==> config.mk <==
export PLATFORM = sky130hd
export DESIGN_NAME = pwm_multi_ch
export DESIGN_NICKNAME = d
export VERILOG_FILES = /design/src/rtl/pwm_multi_ch.sv
export SDC_FILE = /design/constraint.sdc
export NUM_CORES = 1
export LEC_CHECK = 0
export CAP_MARGIN = 20
export CORE_ASPECT_RATIO = 0.8
export CORE_MARGIN = 8
export CORE_UTILIZATION = 60
export DETAILED_ROUTE_END_ITERATION = 8
export PLACE_DENSITY_LB_ADDON = 0.1
export SYNTH_ARGS = -nofsm -noshare
export SYNTH_HDL_FRONTEND = slang
export SYNTH_HIERARCHICAL = 1
export SYNTH_SLANG_ARGS = --single-unit
==> constraint.sdc <==
create_clock -name clk -period 5.7 [get_ports clk]
set_input_delay 1.14 -clock clk [delete_from_list [all_inputs] [get_ports clk]]
set_output_delay 1.14 -clock clk [all_outputs]
set_load 0.01 [all_outputs]
==> src/rtl/pwm_multi_ch.sv <==
// Multi-channel PWM generator: shared prescaler and period counter, per-channel
// command staging applied only at period boundaries, dead time on reversal.

module pwm_ch #(
    parameter int DEAD_PERIODS = 2,
    parameter int CNT_W        = 10,
    parameter int DEAD_W       = 1
) (
    input  logic             clk,
    input  logic             rst,
    input  logic             boundary,
    input  logic [CNT_W-1:0] period_cnt,
    input  logic             accept,
    input  logic [15:0]      cmd_data,
    output logic             pending,
    output logic             spd,
    output logic             dir
);
    localparam logic [0:0] ST_RUN  = 1'b0;
    localparam logic [0:0] ST_DEAD = 1'b1;

    logic [0:0]        state;
    logic [15:0]       pend_data;
    logic [14:0]       duty_act;
    logic              dir_act;
    logic [DEAD_W-1:0] dead_cnt;
    logic              reversal;

    // A reversal only needs a dead gap if the output is actually being driven.
    assign reversal = (pend_data[15] != dir_act) && (duty_act != '0) && (DEAD_PERIODS > 0);

    always_ff @(posedge clk or posedge rst) begin
        if (rst) begin
            state     <= ST_RUN;
            pending   <= 1'b0;
            pend_data <= '0;
            duty_act  <= '0;
            dir_act   <= 1'b0;
            dead_cnt  <= '0;
            spd       <= 1'b0;
            dir       <= 1'b0;
        end else begin
            if (boundary) begin
                case (state)
                    ST_RUN: begin
                        if (pending) begin
                            if (reversal) begin
                                duty_act <= '0;
                                dead_cnt <= DEAD_W'(DEAD_PERIODS - 1);
                                state    <= ST_DEAD;
                            end else begin
                                duty_act <= pend_data[14:0];
                                dir_act  <= pend_data[15];
                                pending  <= 1'b0;
                            end
                        end
                    end
                    ST_DEAD: begin
                        if (dead_cnt == '0) begin
                            duty_act <= pend_data[14:0];
                            dir_act  <= pend_data[15];
                            pending  <= 1'b0;
                            state    <= ST_RUN;
                        end else begin
                            dead_cnt <= dead_cnt - DEAD_W'(1);
                        end
                    end
                    default: state <= ST_RUN;
                endcase
            end
            // Accept is only possible with pending clear, so it never races the boundary update.
            if (accept) begin
                pending   <= 1'b1;
                pend_data <= cmd_data;
            end
            spd <= (15'(period_cnt) < duty_act);
            dir <= dir_act;
        end
    end
endmodule

module pwm_multi_ch #(
    parameter int NUM_CH       = 2,
    parameter int PRESCALE     = 25,
    parameter int PERIOD       = 1000,
    parameter int DEAD_PERIODS = 2
) (
    input  logic                                      clk,
    input  logic                                      rst,
    input  logic                                      cmd_valid,
    output logic                                      cmd_ready,
    input  logic [(NUM_CH > 1 ? $clog2(NUM_CH) : 1)-1:0] cmd_ch,
    input  logic [15:0]                               cmd_data,
    output logic [NUM_CH-1:0]                         spd,
    output logic [NUM_CH-1:0]                         dir,
    output logic                                      frame_tick
);
    localparam int CH_W   = (NUM_CH > 1) ? $clog2(NUM_CH) : 1;
    localparam int PRE_W  = (PRESCALE > 1) ? $clog2(PRESCALE) : 1;
    localparam int CNT_W  = $clog2(PERIOD);
    localparam int DEAD_W = (DEAD_PERIODS > 1) ? $clog2(DEAD_PERIODS) : 1;

    logic [PRE_W-1:0]  pre_cnt;
    logic [CNT_W-1:0]  period_cnt;
    logic              tick;
    logic              boundary;
    logic [NUM_CH-1:0] pending;
    logic [NUM_CH-1:0] accept;

    assign tick     = (pre_cnt == PRE_W'(PRESCALE - 1));
    assign boundary = tick && (period_cnt == CNT_W'(PERIOD - 1));

    always_ff @(posedge clk or posedge rst) begin
        if (rst) begin
            pre_cnt    <= '0;
            period_cnt <= '0;
            frame_tick <= 1'b0;
        end else begin
            pre_cnt    <= tick ? '0 : pre_cnt + PRE_W'(1);
            frame_tick <= boundary;
            if (tick)
                period_cnt <= (period_cnt == CNT_W'(PERIOD - 1)) ? '0 : period_cnt + CNT_W'(1);
        end
    end

    // Out-of-range channel indices match no lane and so read as not ready.
    always_comb begin
        cmd_ready = 1'b0;
        for (int i = 0; i < NUM_CH; i++)
            if (cmd_ch == CH_W'(i))
                cmd_ready = !pending[i];
    end

    for (genvar g = 0; g < NUM_CH; g++) begin : g_ch
        assign accept[g] = cmd_valid && cmd_ready && (cmd_ch == CH_W'(g));

        pwm_ch #(
            .DEAD_PERIODS (DEAD_PERIODS),
            .CNT_W        (CNT_W),
            .DEAD_W       (DEAD_W)
        ) u_ch (
            .clk        (clk),
            .rst        (rst),
            .boundary   (boundary),
            .period_cnt (period_cnt),
            .accept     (accept[g]),
            .cmd_data   (cmd_data),
            .pending    (pending[g]),
            .spd        (spd[g]),
            .dir        (dir[g])
        );
    end
endmodule

Word-level counts from Yosys, hierarchy flattened

Cells that the tools add are included.

Word-level logic and storage cells: 105
Output and inout port bits: 6
Bits in registers: 90

Bitwise operators: 3
Mux-type cells: 43
Equality and inequality tests: 14
Add/sub/neg operators: 4
Reduce and logical (&&, ||, !) cells: 20
Magnitude comparators: 2

Operators by type and width:

| operator                | number |
|---|---|
| $mux W15                | 6 |
| $pmux W15 S2            | 2 |
| $lt A10 B15 Y1          | 2 |
| $reduce_bool A15 Y1     | 2 |
| $mux W1                 | 25 |
| $pmux W1 S2             | 8 |
| $reduce_and A3 Y1       | 4 |
| $add A10 B1 Y10 const B | 1 |
| $eq A10 B10 Y1 const B  | 1 |
| $mux W10                | 1 |
| $ne A2 B1 Y1 const B    | 4 |
| $ne A2 B2 Y1 const B    | 4 |
| $reduce_and A4 Y1       | 2 |
| $logic_and A1 B1 Y1     | 6 |
| $ne A3 B2 Y1 const B    | 2 |
| $add A5 B1 Y5 const B   | 1 |
| $eq A5 B5 Y1 const B    | 1 |
| $mux W5                 | 1 |
| $reduce_and A2 Y1       | 2 |
| $reduce_bool A2 Y1      | 2 |
| $not A1 Y1              | 3 |
| $logic_not A1 Y1        | 2 |
| $ne A1 B1 Y1            | 2 |
| $sub A1 B1 Y1 const B   | 2 |

Depth between registers and ports, before layout

Gate-level depths: netlist (run 1).

Depth after elaboration: 7
Depth in mapped cells: 8
Gate-level depth less buffers: 8

Modules after synthesis

The synthesis (run 1) kept the hierarchy.

By module, submodules not included:

| module       | sequential area each (um^2) | times used | area each (um^2) | cells an instance |
|---|---|---|---|---|
| pwm_ch       | 925.9                       | 2          | 1,717.9          | 156 |
| pwm_multi_ch | 400.4                       | 1          | 819.5            | 79 |

Worst setup path before layout (run 1)

Ideal clock, no wire load.

Path type: input to output
Start: input port cmd_ch
End: output port cmd_ready
Arrival time: 1.398 ns
Slack: 3.162 ns
Required time: 4.560 ns
Stages: 1
Path buffers: 0
Cell sequence: mux2i_1

Cells in the longest elaborated chain, start to end: 1

Ends and longest elaborated chain:

| what            | line | text |
|---|---|---|
| start, declared | 92   | `input logic [(NUM_CH > 1 ? $clog2(NUM_CH) : 1)-1:0] cmd_ch,` |
| $mux W1         | 130  | `if (cmd_ch == CH_W'(i))` |
| end, declared   | 91   | `output logic cmd_ready,` |

Every way passes these cells.

Worst setup path in the final report (run 1)

Ends and elaborated chain as after synthesis.

==> summary.md, run 1 <==
| Metric | Value |
|---|---|
| Outcome | `completed` |
| First DRT Iteration DRCs | `157` |
| Area fraction of the dominant cell type after synthesis | `0.5293` |
| Most frequently used flop master after synthesis | `dfrtp_1` |
| Flops & latches, synth | `90` |
| Fraction of power consumed by combinational cells | `0.117` |
| Max Fanout on Critical Path | `3` |
| Number of ports placed on the die boundary | `26` |
| Hold Slack | `0.4635 ns` |
| Starting utilization of the core area | `0.6175` |
| Sequential element share of the synthesized area | `0.5293` |
| Total half-perimeter wirelength after legalization and detailed placement | `6286 microns` |
| Clk slew on worst S/H paths | `0.09 ns` |
| Critical Path Max Stage Delay | `0.55 ns` |
| Number of max-capacitance violations reported | `0` |
| Buffer levels on the longest clock path | `2` |
| Placeable core region | `6892 sq um` |
| Postcts setup bufs | `0` |
| Residual antenna-violating net count after detailed routing | `0` |
| Number of antenna violations at the first check in global routing | `0` |
| Detailed Route WL | `8655 microns` |
| Global router's overall resource usage | `0.1861` |
| Maximum resistive drop on vdd | `212.1 uV` |
| Cells traversed along the worst timing path | `clkdlybuf4s50_1 -> mux2i_1 -> clkdlybuf4s50_1` |
| Port bufs | `25` |
| Internal cell power | `1.175 mW` |
| Power per cell area | `316.0 nW/um^2` |
| Most common cell after layout, fill and taps aside | `dfrtp_1` |
| Pleak | `2.139 nW` |
| Sw power | `0.3536 mW` |
| Reg area | `2252 sq um` |
| Number of synthesized flops with an enable pin | `0` |
| Max Transition Viols Final | `0` |
| # fillers | `526` |
| Largest cells by area after synthesis | `dfrtp_1 53%, mux2_2 8.5%, ha_1 6.2%, nand2_1 5.1%, o22ai_1 2.6%` |
| Worst-case setup margin in the final layout | `2.123 ns` |
| Slowest stage cell, crit path | `clkdlybuf4s50_1` |
| Worst slack at placement | `2.116 ns` |
| Synth unique cells | `45` |
| Height of the die | `91.33 microns` |
| Worst Hold Class | `reg2reg` |
| Routability-driven placement congestion ratio | `0.8030` |
| Shortest clock period the worst path allows after layout | `3.577 ns` |
| Overflow left after global routing | `0` |
| Final net count | `462` |
| Count of hold-fix buffers inserted at cts | `0` |
| Maximum achievable frequency | `279.6 MHz` |
| Inserted Clock Buffers | `9` |
| Critical path data required time | `4.56 ns` |
| Iteration count of the initial detailed-routing pass | `4` |
| Average wire length per cell after detail routing | `16.87 microns` |
| Clk sinks | `90` |
| Combined area of the multi-input logic cells | `1827 sq um` |
| Fraction of power consumed by the clock network | `0.343` |
| Worst skew pair latency | `0.35 ns` |
| Fin crit share | `0.6275` |
| Number of levels the H-tree was split into | `3` |
| Final clock skew | `0.007390 ns` |
| Clock tree from TritonCTS | `done` |
| Ant. Diodes | `0` |
| Die width | `110.2 microns` |
| Synthesis-to-finish area growth | `13.64%` |
| Total Negative Setup Slacks | `0 ns` |
| Library cell with the largest summed area after synthesis | `dfrtp_1` |
| Final setup viols | `0` |
| Start-to-end type of the worst setup path | `in2out` |
| Number of resized instances in the post-cts repair step | `0` |
| Fraction of registers with async set/reset | `1.000` |
| Worst Path Arrival | `2.44 ns` |
| Pin count of the biggest net entering global routing | `38` |
| Yosys warning total | `6` |
| Share of post-route cells with drive strength above 1 | `0.1549` |
| Via count of the routed design | `2917` |
| Final non-filler cell area | `4836 sq um` |
| Library cell appearing most often on the critical path | `clkdlybuf4s50_1` |
| Worst max-slew margin expressed relative to the limit | `0.3909` |
| Cell area after synthesis | `4255 sq um` |
| Wire length of the first global-routing pass | `14680 microns` |
| Post-Syn Nets | `432` |
| Via-per-instance ratio | `5.686` |
| Drc violations | `0` |
| Area after detailed placement | `4584 sq um` |
| Via count of the first global-routing pass | `2979` |
| Switching Share | `0.2313` |
| Cell at the root of the clock tree | `clkbuf_8` |
| Worst Setup End Kind | `output port` |
| Startpoint types | `input port` |
| Die area | `10060 sq um` |
| Total Power | `1.528 mW` |
| Final Hold Violating Endpoints | `0` |
| Worst-Margin Slew | `0.9137 ns` |
| Average footprint of a synthesized cell | `10.88 sq um` |
| Share of total power in sequential cells | `0.540` |
| Number of instances in the synthesized netlist | `391` |
| RSZ-0062 raised after global routing | `false` |
| Commonest non-fill, non-tap cells in the layout | `90 x dfrtp_1, 58 x nand2_1, 32 x mux2_2, 29 x inv_1, 25 x clkdlybuf4s50_1` |
| Std cell rows | `27` |
==> worst max-delay path, delay by kind of cell <==
family	cells	cell delay (ns)
mux	1	0.20
buf+inv	2	1.09
==> metal layers <==
| layer | GRT usage | vias to the layer above | wire length [microns] |
|---|---|---|---|
| met4 | 0.05426 | 0 | 85 |
| met5 | 0 | - | 0 |
| met3 | 0.05438 | 6 | 340 |
| met1 | 0.2454 | 1428 | 4150 |
| li1 | - | 1428 | - |
| met2 | 0.2896 | 55 | 4078 |
==> stage by stage <==
step	instances	util
after floorplan	391	-
after global placement	497	0.6652
after detailed placement	497	0.6652
after CTS	513	0.7017
after global routing	513	0.7017
final	513	0.7017
==> state kept, by name (all words and copies together), names as in the netlist <==
signal / count
g_ch.u_ch/state: 2
pre_cnt: 5
frame_tick: 1
g_ch.u_ch/dir_act: 2
g_ch.u_ch/duty_act: 30
g_ch.u_ch/dir: 2
g_ch.u_ch/spd: 2
g_ch.u_ch/pend_data: 32
period_cnt: 10
g_ch.u_ch/dead_cnt: 2
g_ch.u_ch/pending: 2
==> power by group through the flow <==
stage          combinational, mW  sequential [mW]  clock, mW
6_report                   0.178            0.826      0.525
5_1_grt                    0.195            0.841      0.560
4_1_cts                    0.181            0.826      0.537
3_5_place_dp               0.181            0.839          0
3_3_place_gp               0.171            0.835          0
2_1_floorplan              0.141            0.813          0
==> path summary, 6_finish.rpt <==
| kind | startpoint | endpoint | slack (ns) | depth (start not counted) |
|---|---|---|---|---|
| max | cmd_ch | cmd_ready | 2.12 | 3 |
| min | g_ch[0].u_ch/dir_act | g_ch[0].u_ch/dir | 0.46 | 0 |
| max reg2reg | period_cnt[1] | g_ch[1].u_ch/duty_act[1] | 2.79 | 8 |
| min reg2reg | g_ch[0].u_ch/dir_act | g_ch[0].u_ch/dir | 0.46 | 0 |
| max in group asynchronous | rst | pre_cnt[0] | 4.06 | 2 |
| min in group asynchronous | rst | period_cnt[9] | 1.22 | 2 |
==> layout make-up <==
type                            instances  share of cell area
Clock buffer                           10             0.02846
Clock inverter                          6             0.02354
Inverter                               29             0.02251
Multi-Input combinational cell        261              0.3777
Sequential cell                        90              0.4657
Tap cell                               87             0.02251
Timing Repair Buffer                   30             0.05951
==> Yosys cell counts, drive strengths merged (3+ instances only) <==
| library cell | number |
|---|---|
| nand3 | 8 |
| o22ai | 18 |
| xnor2 | 9 |
| nand4 | 10 |
| nor4 | 4 |
| a21oi | 6 |
| o21ai | 25 |
| nor3 | 3 |
| o21a | 4 |
| nor2 | 23 |
| buf | 10 |
| mux2 | 32 |
| o211ai | 4 |
| a21o | 4 |
| xor2 | 3 |
| dfrtp | 90 |
| inv | 29 |
| nand2 | 58 |
| ha | 21 |
| and3 | 3 |
==> cells by family after synthesis <==
group,synth area share
multiplexers,0.08939
XOR/XNOR,0.02470
buffers and inverters,0.04263
AO/OA/AOI/OAI,0.1067
flip-flops,0.5293
adder cells (fa/ha/maj),0.06175
AND/OR/NAND/NOR,0.1455
Note: power is estimated with default switching activity, not from simulation.
==> run 2: changes to the inputs <==
Settings changed: CORE_UTILIZATION 60 to 53.
Clock period 5.7 ns to 3.1 ns, I/O delays scaled along.
==> summary.md, run 2 (same netlist as run 1, synthesis figures left out) <==
| Metric | Value |
|---|---|
| Outcome | `completed` |
| Fin crit share | `0.8231` |
| Maximum resistive drop on vdd | `294.7 uV (+39%)` |
| Die area | `11170 sq um (+11%)` |
| Pin count of the biggest net entering global routing | `38 (unchanged)` |
| Global router's overall resource usage | `0.1736 (-0.01249)` |
| Worst Hold Class | `reg2reg` |
| Final clock skew | `0.01412 ns (+0.006732 ns)` |
| Maximum achievable frequency | `391.9 MHz` |
| Instance count after placement with tap cells included | `520 (+4.6%)` |
| Worst setup slack for register-to-register paths | `0.55 ns (-2.24 ns)` |
| RSZ-0062 raised after global routing | `false` |
| Worst hold stages | `0 (unchanged)` |
| Count of hold-fix buffers inserted at cts | `0 (unchanged)` |
| Final net count | `464 (+0.43%)` |
| Worst max-slew margin expressed relative to the limit | `0.5826 (+0.1918)` |
| Max Fanout on Critical Path | `15 (+12)` |
| Number of antenna violations at the first check in global routing | `0 (unchanged)` |
| Register with the highest flop count | `g_ch.u_ch/pend_data` |
| First DRT Iteration DRCs | `172 (+9.6%)` |
| Overflow left after global routing | `0 (unchanged)` |
| Buffer levels on the longest clock path | `2 (unchanged)` |
| Inserted Clock Buffers | `9 (unchanged)` |
| Postcts setup bufs | `0 (unchanged)` |
| Cell family with most CP delay | `compound AO/OA/AOI/OAI gates` |
| Shortest clock period the worst path allows after layout | `2.552 ns` |
| Drc violations | `0 (unchanged)` |
| Cell at the root of the clock tree | `clkbuf_8` |
| Critical Path Max Stage Delay | `0.50 ns (-0.05 ns)` |
| Share of post-route cells with drive strength above 1 | `0.1565 (+0.001612)` |
| Iteration count of the initial detailed-routing pass | `4 (unchanged)` |
| Clock tree from TritonCTS | `done` |
| Critical hold path startpoint | `g_ch[0].u_ch/dir_act` |
| Ant. Diodes | `0 (unchanged)` |
| Clk slew on worst S/H paths | `0.10 ns (about the same)` |
| Starting utilization of the core area | `0.5404 (-0.07702)` |
| Cells traversed along the worst timing path | `ha_1 -> nor4bb_1 -> nand3_1 -> nor2_1 -> buf_4 -> o21a_1 -> buf_4 -> nand2_1 -> o21ai_0` |
| Total Negative Setup Slacks | `0 ns (unchanged)` |
| Detailed Route WL | `8763 microns (+1.2%)` |
| Std cell rows | `29 (+7.4%)` |
| Max Transition Viols Final | `0 (unchanged)` |
| Clk sinks | `90 (unchanged)` |
| Worst-Margin Slew | `0.6254 ns (-0.2884 ns)` |
| Start-to-end type of the worst setup path | `reg2reg` |
| Worst Setup End Kind | `flip-flop` |
| Endpoint of the most critical register-to-register path | `g_ch[1].u_ch/duty_act[12]` |
| Commonest non-fill, non-tap cells in the layout | `90 x dfrtp_1, 58 x nand2_1, 32 x mux2_2, 29 x inv_1, 25 x clkdlybuf4s50_1` |
| Synthesis-to-finish area growth | `12.97%` |
| Final Hold Violating Endpoints | `0 (unchanged)` |
| # fillers | `702 (+33%)` |
| Number of max-capacitance violations reported | `0 (unchanged)` |
| Via count of the first global-routing pass | `3032 (+1.8%)` |
| Largest regs | `g_ch.u_ch/pend_data x32, g_ch.u_ch/duty_act x30, period_cnt x10` |
| Critical path startpoint | `period_cnt[1]` |
| Hold Slack | `0.4605 ns (-0.002989 ns)` |
| Routability-driven placement congestion ratio | `0.7867 (-2.0%)` |
| Final setup viols | `0 (unchanged)` |
| Worst r2r src | `period_cnt[1]` |
| Height of the die | `96.15 microns (+5.3%)` |
| Port bufs | `25 (unchanged)` |
| Final non-filler cell area | `4807 sq um (-0.60%)` |
| Power per cell area | `539.7 nW/um^2 (+71%)` |
| Die width | `116.2 microns (+5.5%)` |
| Total half-perimeter wirelength after legalization and detailed placement | `6506 microns (+3.5%)` |
| Slowest stage cell, crit path | `dfrtp_1` |
| Worst skew pair latency | `0.36 ns (about the same)` |
| Endpoint with the worst hold slack | `g_ch[0].u_ch/dir` |
| Placeable core region | `7874 sq um (+14%)` |
| Depth of the worst register-to-register path | `9 (+1)` |
| Number of resized instances in the post-cts repair step | `0 (unchanged)` |
| Number of standard cells in the layout, taps in and fillers out | `536 (+4.5%)` |
| Most common cell after layout, fill and taps aside | `dfrtp_1` |
| Via-per-instance ratio | `5.554 (-2.3%)` |
| Residual antenna-violating net count after detailed routing | `0 (unchanged)` |
| Max FFs per register | `32 (unchanged)` |
| Number of ports placed on the die boundary | `26 (unchanged)` |
| Average wire length per cell after detail routing | `16.35 microns (-3.1%)` |
| Area after detailed placement | `4626 sq um (+0.90%)` |
| Critical path data required time | `3.38 ns (-1.18 ns)` |
| Number of buffer and inverter stages on the critical path | `2 (unchanged)` |
| Number of levels the H-tree was split into | `3 (unchanged)` |
| Via count of the routed design | `2977 (+2.1%)` |
| Pleak | `2.122 nW (-0.82%)` |
| Library cell appearing most often on the critical path | `buf_4` |
| Startpoint types | `flip-flop` |
| Wire length of the first global-routing pass | `14830 microns (+1.0%)` |
| Worst Path Arrival | `2.83 ns (+0.39 ns)` |
==> run 2: metal layers <==
metal | wire length [microns] | vias to the layer above | global-route usage
met5 | 0 | - | 0
met4 | 97 | 0 | 0.06028
met3 | 410 | 11 | 0.04953
met2 | 4095 | 57 | 0.2819
met1 | 4160 | 1463 | 0.2191
li1 | - | 1446 | -
==> run 2: final cells by class <==
cell class | count | area [sq um] | share of cell area
Clock buffer | 10 | 127.6 | 0.02655
Clock inverter | 6 | 53.80 | 0.01119
Inverter | 29 | 108.9 | 0.02264
Multi-Input combinational cell | 261 | 1827 | 0.3800
Sequential cell | 90 | 2252 | 0.4685
Tap cell | 108 | 135.1 | 0.02811
Timing Repair Buffer | 32 | 302.8 | 0.06299
==> run 2: stage by stage <==
stage | util | power, mW | setup slack, ns
final | 0.6105 | 2.594 | 0.5484
after global routing | 0.6105 | 2.727 | 0.3110
after CTS | 0.6105 | 2.628 | 0.5281
after detailed placement | 0.5875 | 1.875 | 0.5635
after global placement | 0.5875 | 1.859 | 0.5841
after floorplan | - | 1.754 | 0.8728
==> run 2: worst max-delay path by stage <==
stage                           endpoint  slack, ns  cells past startpoint
2_1_floorplan   g_ch[0].u_ch/duty_act[1]       0.87                      8
3_3_place_gp                   cmd_ready       0.58                      3
3_5_place_dp   g_ch[1].u_ch/duty_act[12]       0.56                      9
4_1_cts        g_ch[1].u_ch/duty_act[12]       0.53                      9
5_1_grt        g_ch[1].u_ch/duty_act[12]       0.31                      9
6_report       g_ch[1].u_ch/duty_act[12]       0.55                      9
==> run 2: where the power goes <==
part / leakage [nW] / total [mW] / switching (mW) / internal, mW
Clock: 0.0902 / 0.748 / 0.439 / 0.309
Combinational: 0.864 / 0.322 / 0.110 / 0.212
Sequential: 1.17 / 1.52 / 0.135 / 1.39
